## src/rtl/alu_pkg.sv

```systemverilog
// Shared constants and types for the ALU front-end: unit-select codes,
// sequencer FSM encoding and the default operand width.
package alu_pkg;

    localparam int ALU_WIDTH = 16;

    localparam logic [1:0] U_ARITH = 2'b00;
    localparam logic [1:0] U_LOGIC = 2'b01;
    localparam logic [1:0] U_CMP   = 2'b10;
    localparam logic [1:0] U_SHIFT = 2'b11;

    typedef enum logic [1:0] {
        IDLE  = 2'b00,
        ISSUE = 2'b01,
        WAIT  = 2'b10,
        RESP  = 2'b11
    } seq_state_t;

endpackage

```

## src/rtl/alu_result_mux.sv

```systemverilog
// Selects the result and completion flag of the addressed execution unit,
// zero-extending the single-width units to the full response width.
module alu_result_mux
    import alu_pkg::*;
#(
    parameter int width = ALU_WIDTH
) (
    input  logic [1:0]         usel,
    input  logic [2*width-1:0] Arith_OUT,
    input  logic               Arith_Flag,
    input  logic [width-1:0]   Logic_OUT,
    input  logic               Logic_Flag,
    input  logic [width-1:0]   CMP_OUT,
    input  logic               CMP_Flag,
    input  logic [width-1:0]   Shift_OUT,
    input  logic               Shift_Flag,
    output logic [2*width-1:0] sel_out,
    output logic               sel_flag
);

    // NOTE: defaults first so every path assigns both outputs and no latch is inferred.
    always_comb begin
        sel_out  = '0;
        sel_flag = 1'b0;
        case (usel)
            U_ARITH: begin
                sel_out  = Arith_OUT;
                sel_flag = Arith_Flag;
            end
            U_LOGIC: begin
                sel_out  = {{width{1'b0}}, Logic_OUT};
                sel_flag = Logic_Flag;
            end
            U_CMP: begin
                sel_out  = {{width{1'b0}}, CMP_OUT};
                sel_flag = CMP_Flag;
            end
            default: begin
                sel_out  = {{width{1'b0}}, Shift_OUT};
                sel_flag = Shift_Flag;
            end
        endcase
    end

endmodule

```

## src/rtl/alu_cmd_sequencer.sv

```systemverilog
// ALU front-end: accepts one command, pulses the selected unit's enable,
// waits (bounded by TIMEOUT) for its flag and returns the result.
module alu_cmd_sequencer
    import alu_pkg::*;
#(
    parameter int width   = ALU_WIDTH,
    parameter int TIMEOUT = 8,
    parameter int CNT_W   = 8
) (
    input  logic               CLK,
    input  logic               RST,
    input  logic               cmd_valid,
    output logic               cmd_ready,
    input  logic [3:0]         cmd_fun,
    input  logic [width-1:0]   op_a,
    input  logic [width-1:0]   op_b,
    output logic [width-1:0]   A,
    output logic [width-1:0]   B,
    output logic [1:0]         ALU_FUN,
    output logic               Arith_Enable,
    output logic               Logic_Enable,
    output logic               CMP_Enable,
    output logic               Shift_Enable,
    input  logic [2*width-1:0] Arith_OUT,
    input  logic               Arith_Flag,
    input  logic [width-1:0]   Logic_OUT,
    input  logic               Logic_Flag,
    input  logic [width-1:0]   CMP_OUT,
    input  logic               CMP_Flag,
    input  logic [width-1:0]   Shift_OUT,
    input  logic               Shift_Flag,
    output logic               rsp_valid,
    input  logic               rsp_ready,
    output logic [2*width-1:0] rsp_data,
    output logic               rsp_err
);

    seq_state_t         state_q, state_d;
    logic [1:0]         usel_q;
    logic [CNT_W-1:0]   cnt_q;
    logic [CNT_W-1:0]   cnt_inc;
    logic               timeout_hit;
    logic [2*width-1:0] sel_out;
    logic               sel_flag;

    alu_result_mux #(.width(width)) u_mux (
        .usel       (usel_q),
        .Arith_OUT  (Arith_OUT),
        .Arith_Flag (Arith_Flag),
        .Logic_OUT  (Logic_OUT),
        .Logic_Flag (Logic_Flag),
        .CMP_OUT    (CMP_OUT),
        .CMP_Flag   (CMP_Flag),
        .Shift_OUT  (Shift_OUT),
        .Shift_Flag (Shift_Flag),
        .sel_out    (sel_out),
        .sel_flag   (sel_flag)
    );

    assign cnt_inc     = cnt_q + CNT_W'(1);
    assign timeout_hit = (cnt_inc == CNT_W'(TIMEOUT));

    // NOTE: sequential state uses non-blocking assignments so every register samples pre-edge values.
    always_ff @(posedge CLK or negedge RST) begin
        if (!RST) state_q <= IDLE;
        else      state_q <= state_d;
    end

    always_comb begin
        state_d = state_q;
        case (state_q)
            IDLE:    if (cmd_valid) state_d = ISSUE;
            ISSUE:   state_d = WAIT;
            WAIT:    if (sel_flag || timeout_hit) state_d = RESP;
            default: if (rsp_ready) state_d = IDLE;
        endcase
    end

    // Moore outputs decoded from registers only, so no input reaches an output combinationally.
    always_comb begin
        cmd_ready    = (state_q == IDLE);
        rsp_valid    = (state_q == RESP);
        Arith_Enable = 1'b0;
        Logic_Enable = 1'b0;
        CMP_Enable   = 1'b0;
        Shift_Enable = 1'b0;
        if (state_q == ISSUE) begin
            Arith_Enable = (usel_q == U_ARITH);
            Logic_Enable = (usel_q == U_LOGIC);
            CMP_Enable   = (usel_q == U_CMP);
            Shift_Enable = (usel_q == U_SHIFT);
        end
    end

    // Operands are only written on acceptance, keeping unit inputs stable while busy.
    always_ff @(posedge CLK or negedge RST) begin
        if (!RST) begin
            A        <= '0;
            B        <= '0;
            ALU_FUN  <= '0;
            usel_q   <= U_ARITH;
            cnt_q    <= '0;
            rsp_data <= '0;
            rsp_err  <= 1'b0;
        end else begin
            case (state_q)
                IDLE: begin
                    if (cmd_valid) begin
                        A       <= op_a;
                        B       <= op_b;
                        ALU_FUN <= cmd_fun[1:0];
                        usel_q  <= cmd_fun[3:2];
                    end
                end
                ISSUE: cnt_q <= '0;
                WAIT: begin
                    if (sel_flag) begin
                        rsp_data <= sel_out;
                        rsp_err  <= 1'b0;
                    end else begin
                        cnt_q <= cnt_inc;
                        if (timeout_hit) begin
                            rsp_data <= '0;
                            rsp_err  <= 1'b1;
                        end
                    end
                end
                default: ;
            endcase
        end
    end

endmodule

```

## config.mk

```make
export PLATFORM = sky130hd
export DESIGN_NAME = alu_cmd_sequencer
export DESIGN_NICKNAME = d
export VERILOG_FILES = /design/src/rtl/alu_pkg.sv /design/src/rtl/alu_result_mux.sv /design/src/rtl/alu_cmd_sequencer.sv
export SDC_FILE = /design/constraint.sdc
export NUM_CORES = 1
export LEC_CHECK = 0
export ABC_AREA = 1
export BUFFER_PORTS_ARGS = -buffer_cell sky130_fd_sc_hd__buf_2
export CAP_MARGIN = 5
export CORE_AREA = 2 2 99 101
export CTS_BUF_LIST = sky130_fd_sc_hd__clkbuf_2
export DETAILED_ROUTE_END_ITERATION = 12
export DIE_AREA = 0 0 101 103
export GPL_ROUTABILITY_DRIVEN = 0
export PLACE_DENSITY = 0.8
export SYNTH_ARGS = -nofsm -noshare
export SYNTH_HDL_FRONTEND = slang
export SYNTH_SLANG_ARGS = --single-unit
```

## constraint.sdc

```tcl
create_clock -name CLK -period 1.8 [get_ports CLK]
set_input_delay 0.45 -clock CLK [delete_from_list [all_inputs] [get_ports CLK]]
set_output_delay 0.45 -clock CLK [all_outputs]
set_load 0.05 [all_outputs]
```

[Word level (Yosys, flattened, before mapping)]
Cells that the tools add are included.
Storage, ports and cells
  logic and storage cells: 45
  output and inout bits: 73
  input bits: 124
  register bits: 79
Cells by class
  eq/ne operators: 10
  add/sub/neg operators: 1
  multiplexer cells: 16
  reduce and logical (&&, ||, !) cells: 10
Operators by type and width (count)
  one-hot mux 32 bit (3 select lines): 1
  two-way mux 32 bit: 2
  one-hot mux 8 bit (2 select lines): 1
  adder 8 x 1 -> 8 bit, second input constant: 1
  == test 2 bit, second input constant: 4
  == test 8 x 4 -> 1 bit, second input constant: 1
  two-way mux 8 bit: 1
  two-way mux 1 bit: 6
  two-way mux 2 bit: 3
  inequality test 2 bit, second input constant: 3
  one-hot mux 2 bit (3 select lines): 1
  AND reduction 2 bit: 3
  == test 2 x 1 -> 1 bit, second input constant: 2
  zero test 2 bit: 2
  nonzero test 2 bit: 2
  nonzero test 4 bit: 1
  one-hot mux 1 bit (3 select lines): 1
  AND reduction 3 bit: 1
  logical OR 1 bit: 1

[Logic depth before layout (Yosys ltp)]
  depth after elaboration: 5
  mapped depth: 14
  mapped depth without buffers: 12

[By module]
Synthesis repeated with hierarchy kept, for this count alone.
Unflattened totals
  cells, all modules: 446
  area, all modules: 3957.5 µm²
Modules (own cells, without submodules)
  alu_cmd_sequencer: area each 3298.2 µm², cells an instance 313, sequential area each 1976.9 µm², instances 1
  alu_result_mux: area each 659.4 µm², cells an instance 133, sequential area each 0.0 µm², instances 1

[Worst setup path before layout]
Ideal clock, no wire load.
  path kind: flip-flop to output port
  start: reg usel_q[1]
  end: out Arith_Enable
  required time: 1.350 ns
  path slack: -0.539 ns
  stages on the path, launching flop included: 4
  data arrival time: 1.889 ns
  buffers on the path: 2
  cell sequence: dfrtp_1 clkbuf_1 clkbuf_1 nor3_1
Between the ends
  word-level cells in the longest chain between the ends: 2
RTL lines
  start, declared: RTL line alu_cmd_sequencer.sv:39  | logic [1:0] usel_q;
  start signal, assigned: RTL line alu_cmd_sequencer.sv:112  | usel_q <= cmd_fun[3:2];
  zero test 2 bit: RTL line alu_cmd_sequencer.sv:88  | Arith_Enable = (usel_q == U_ARITH);
  two-way mux 1 bit: RTL line alu_cmd_sequencer.sv:87  | if (state_q == ISSUE) begin
  end, declared: RTL line alu_cmd_sequencer.sv:20  | output logic Arith_Enable,
Every way passes these cells.

[Worst setup path after layout]
Same ends and word-level chain as after synthesis.

==> summary.md <==
| Metric | Value |
|---|---|
| Flop2flop setup slack | `-0.10 ns` |
| Vias after detailed routing | `3,798` |
| Fin. Hold Viols | `0` |
| Actual slew at the worst max-slew pin | `0.462 ns` |
| I/O pin total | `197` |
| Synthesized area per cell | `~9.5 sq um` |
| Ant. Diodes | `0` |
| Global routing usage summed across all routing layers | `20.9%` |
| Count of routing violations after the opening detailed-route iteration | `214` |
| Synth Warn # | `0` |
| Crit. Startpoint | `usel_q[1]` |
| Remaining routing DRC violations | `0` |
| Starting density of the core | `40.2%` |
| Post-layout worst setup margin | `-0.171 ns` |
| Worst reg2reg path depth | `12` |
| Average routed wire per standard cell | `16.0 um` |
| Status | `complete, but fails checks` |
| Post-route clock skew | `roughly 0.031 ns` |
| Met2 GRT Util | `37.5%` |
| Clock root cell | `clkbuf_2` |
| Most frequent cell on the critical path | `buf_6` |
| Worst Path Class, Setup | `reg -> out` |
| Worst IR drop on VDD | `1.52 mV` |
| Max-slew violations | `0` |
| Met1 Track Usage GR | `24.1%` |
| Worst Path Required | `~1.4 ns` |
| Antenna-violating nets left | `0` |
| Worst path arrival time | `1.52 ns` |
| Number of setup violations in the final report | `39` |
| Class of the tightest hold or removal check | `in -> reg` |
| Critical Path Max Stage Delay | `0.50 ns` |
| Share of final-layout standard cells stronger than drive strength 1 | `58.9%` |
| Power density over the cells | `2050 nW/um^2` |
| RSZ-0062 raised after global routing | `yes` |
| Cell chain of the critical path | `buf_6 -> nor3_4 -> buf_6` |
| First-pass GRT wire length | `17,000 um` |
| Filler cell count | `774` |
| Pin count of the biggest net entering global routing | `42` |
| Number of nets in the synthesized netlist | `529` |
| Slowest cell on the critical path | `dfrtp_2` |
| Proportion of synthesized chip area in sequential cells | `between 50 and 60%` |
| Cell types occupying the most area after synthesis | `dfrtp_1 (52%), nand2_1 (12%), mux2_2 (10%)` |
| Yosys top cell area share | `52.0%` |
| Synth-to-Final Area Change | `54.3%` |
| Number of iterations in the first detailed-routing pass | `4` |
| Number of I/O port buffers | `196` |
| Detail Placement HPWL | `8440 um` |
| Reported max-cap violation count | `0` |
| H-tree lvl count | `3` |
| Maximum clock path buffer count | `2` |
| Failing checks | `setup timing` |
| Sum of overflow across all layers after global routing | `0` |
| Die Outline Area | `10,400 sq um` |
| Yosys top cell by area | `dfrtp_1` |
| Number of CTS-inserted buffers | `9` |
| Commonest cells after routing, fill and taps aside | `buf_2 (185), nand2_1 (82), dfrtp_1 (75)` |
| Net total in the final layout | `753` |
| Leading cell type in the layout, fill and taps excluded | `buf_2` |
| Clk_lat worst skew | `0.51 ns` |
| TritonCTS Sinks | `79` |
| Total routed wirelength | `11,800 um` |
| Footprint of the multi-input gates | `between 2000 and 2500 sq um` |
| Critical R2R Launch | `cnt_q[1]` |
| Via count of the first global-routing pass | `3,596` |
| Flip-flop and latch count after synthesis | `a little under 80` |
| Initial antenna violation count | `0` |
| Relative slew slack | `69.1%` |
| End point of the critical path | `Arith_Enable` |
| Instance count of the mapped netlist | `399` |
| Die Ht | `103 um` |
| Maximum net fanout on the critical path | `12` |
| Placeable core area | `~9500 sq um` |
| Die X | `just over 100 um` |
| Static leakage power | `0.00292 uW` |
| FF-to-FF End | `rsp_data[4]` |
| Combined area of all synthesized cells | `3800 sq um` |
| Tightest hold margin | `0.155 ns` |
| CTS tree | `built` |
| Type of origin of the critical path | `flip-flop` |
| Most crowded layer after global routing | `met2` |
| Met3 track utilization from global routing | `5.29%` |
| Setup TNS Final | `-2.99 ns` |
| Distinct cell type count after synthesis | `25` |
| Max Clock Freq | `0.507 GHz` |
| FF/Latch Area | `slightly below 2000 sq um` |
| Final period demand of the worst path | `slightly below 2 ns` |
| Number of cell rows | `36` |
| Clock transition at path regs | `~0.21 ns` |
| Period utilization | `109%` |
| Endpoint kind of the worst setup timing path | `output port` |
| Vias/cell | `5.12` |
==> through the flow <==
stage | cells | setup slack, ns | utilization (%) | total power, uW | area, sq um
final | 742 | -0.171 | 62.1 | 12100 | 5870
after global routing | 742 | -0.306 | 62.1 | 12800 | 5870
after CTS | 731 | -0.243 | 56.2 | 11000 | 5320
after detailed placement | 708 | 0.0466 | 53.0 | 9460 | 5010
after global placement | 708 | 0.0356 | 53.0 | 9290 | 5010
after floorplan | 399 | -0.0418 | - | 7750 | 3830
==> logic make-up (layout without fill, tap and decap cells) <==
group | count (synthesis) | count (layout) | share of synthesized area (%)
and+or+nand+nor | 160 | 161 | 17.6
muxes | 35 | 35 | 10.4
AOI/OAI and AO/OA | 78 | 78 | 12.8
buffers and inverters | 40 | 268 | 5.10
DFF | 79 | 79 | 52.0
xor gates and xnor gates | 1 | 1 | 0.230
adders and majority gates | 6 | 6 | 1.97
==> cell usage after synthesis <==
library cell / instances
o21ai_1: 16
ha_1: 6
nand3_1: 27
nor2_4: 1
buf_1: 2
nand4_1: 1
buf_6: 5
o21ai_2: 13
inv_1: 19
nor2_2: 2
nor2_1: 10
inv_2: 2
mux2_2: 35
nand4_4: 1
clkbuf_1: 7
dfrtp_1: 79
o21bai_1: 1
a21oi_1: 2
nand2_1: 117
o211ai_1: 16
nor3_1: 1
buf_2: 5
o21ai_0: 29
xor2_1: 1
o21bai_2: 1
==> report_power, final <==
| group | internal, uW | switching (uW) | total, uW |
|---|---|---|---|
| Sequential | 2530 | 589 | 3120 |
| Combinational | 2610 | 5100 | 7710 |
| Clock | 612 | 614 | 1230 |
==> worst min-delay path by stage <==
stage / cells after the start / slack [ns] / from / endpoint
after CTS: 2 / 0.09 / cmd_fun[0] / ALU_FUN[0]
after global routing: 2 / 0.08 / cmd_fun[0] / ALU_FUN[0]
after global placement: 1 / 0.38 / RST / rsp_data[11]
after detailed placement: 1 / 0.38 / RST / rsp_data[14]
final: 2 / 0.15 / op_b[8] / B[8]
after floorplan: 0 / 0.15 / RST / ALU_FUN[0]
==> worst max-delay path, delay by kind of cell, from the launching register on <==
family	cells	cell delay, ns
buffers and inverters	2	0.34
AND/OR/NAND/NOR	1	0.16
flip-flops	1	0.50
==> repair_timing <==
| action | in CTS | in global routing |
|---|---|---|
| buffers inserted | 6 | 2 |
| endpoints found under the hold margin | 24 | 0 |
| pin swaps | 2 | 8 |
| setup endpoints to repair | 6 | 48 |
| cloned | 0 | 9 |
| hold buffers | 1 | 0 |
| resized for setup | 33 | 106 |
==> cell type report <==
type,count,area share (%)
multi-input combinational,281,34.3
sequential,79,33.8
timing repair buffer,231,25.3
tap,114,2.43
clock inverter,5,1.81
inverter,21,1.47
clock buffer,11,0.938
==> metal layers <==
metal  routed length [um]  vias to the layer above
met1                 4530                     1804
li1                     -                     1796
met5                    0                        -
met2                 6300                      176
met3                  766                       22
met4                  249                        0
==> state kept, by name (all words and copies together) (netlist names) <==
| register | flops |
|---|---|
| rsp_err | 1 |
| rsp_data | 32 |
| cnt_q | 8 |
| B | 16 |
| ALU_FUN | 2 |
| state_q | 2 |
| usel_q | 2 |
| A | 16 |
No activity file was read; power rests on OpenSTA's default activity.
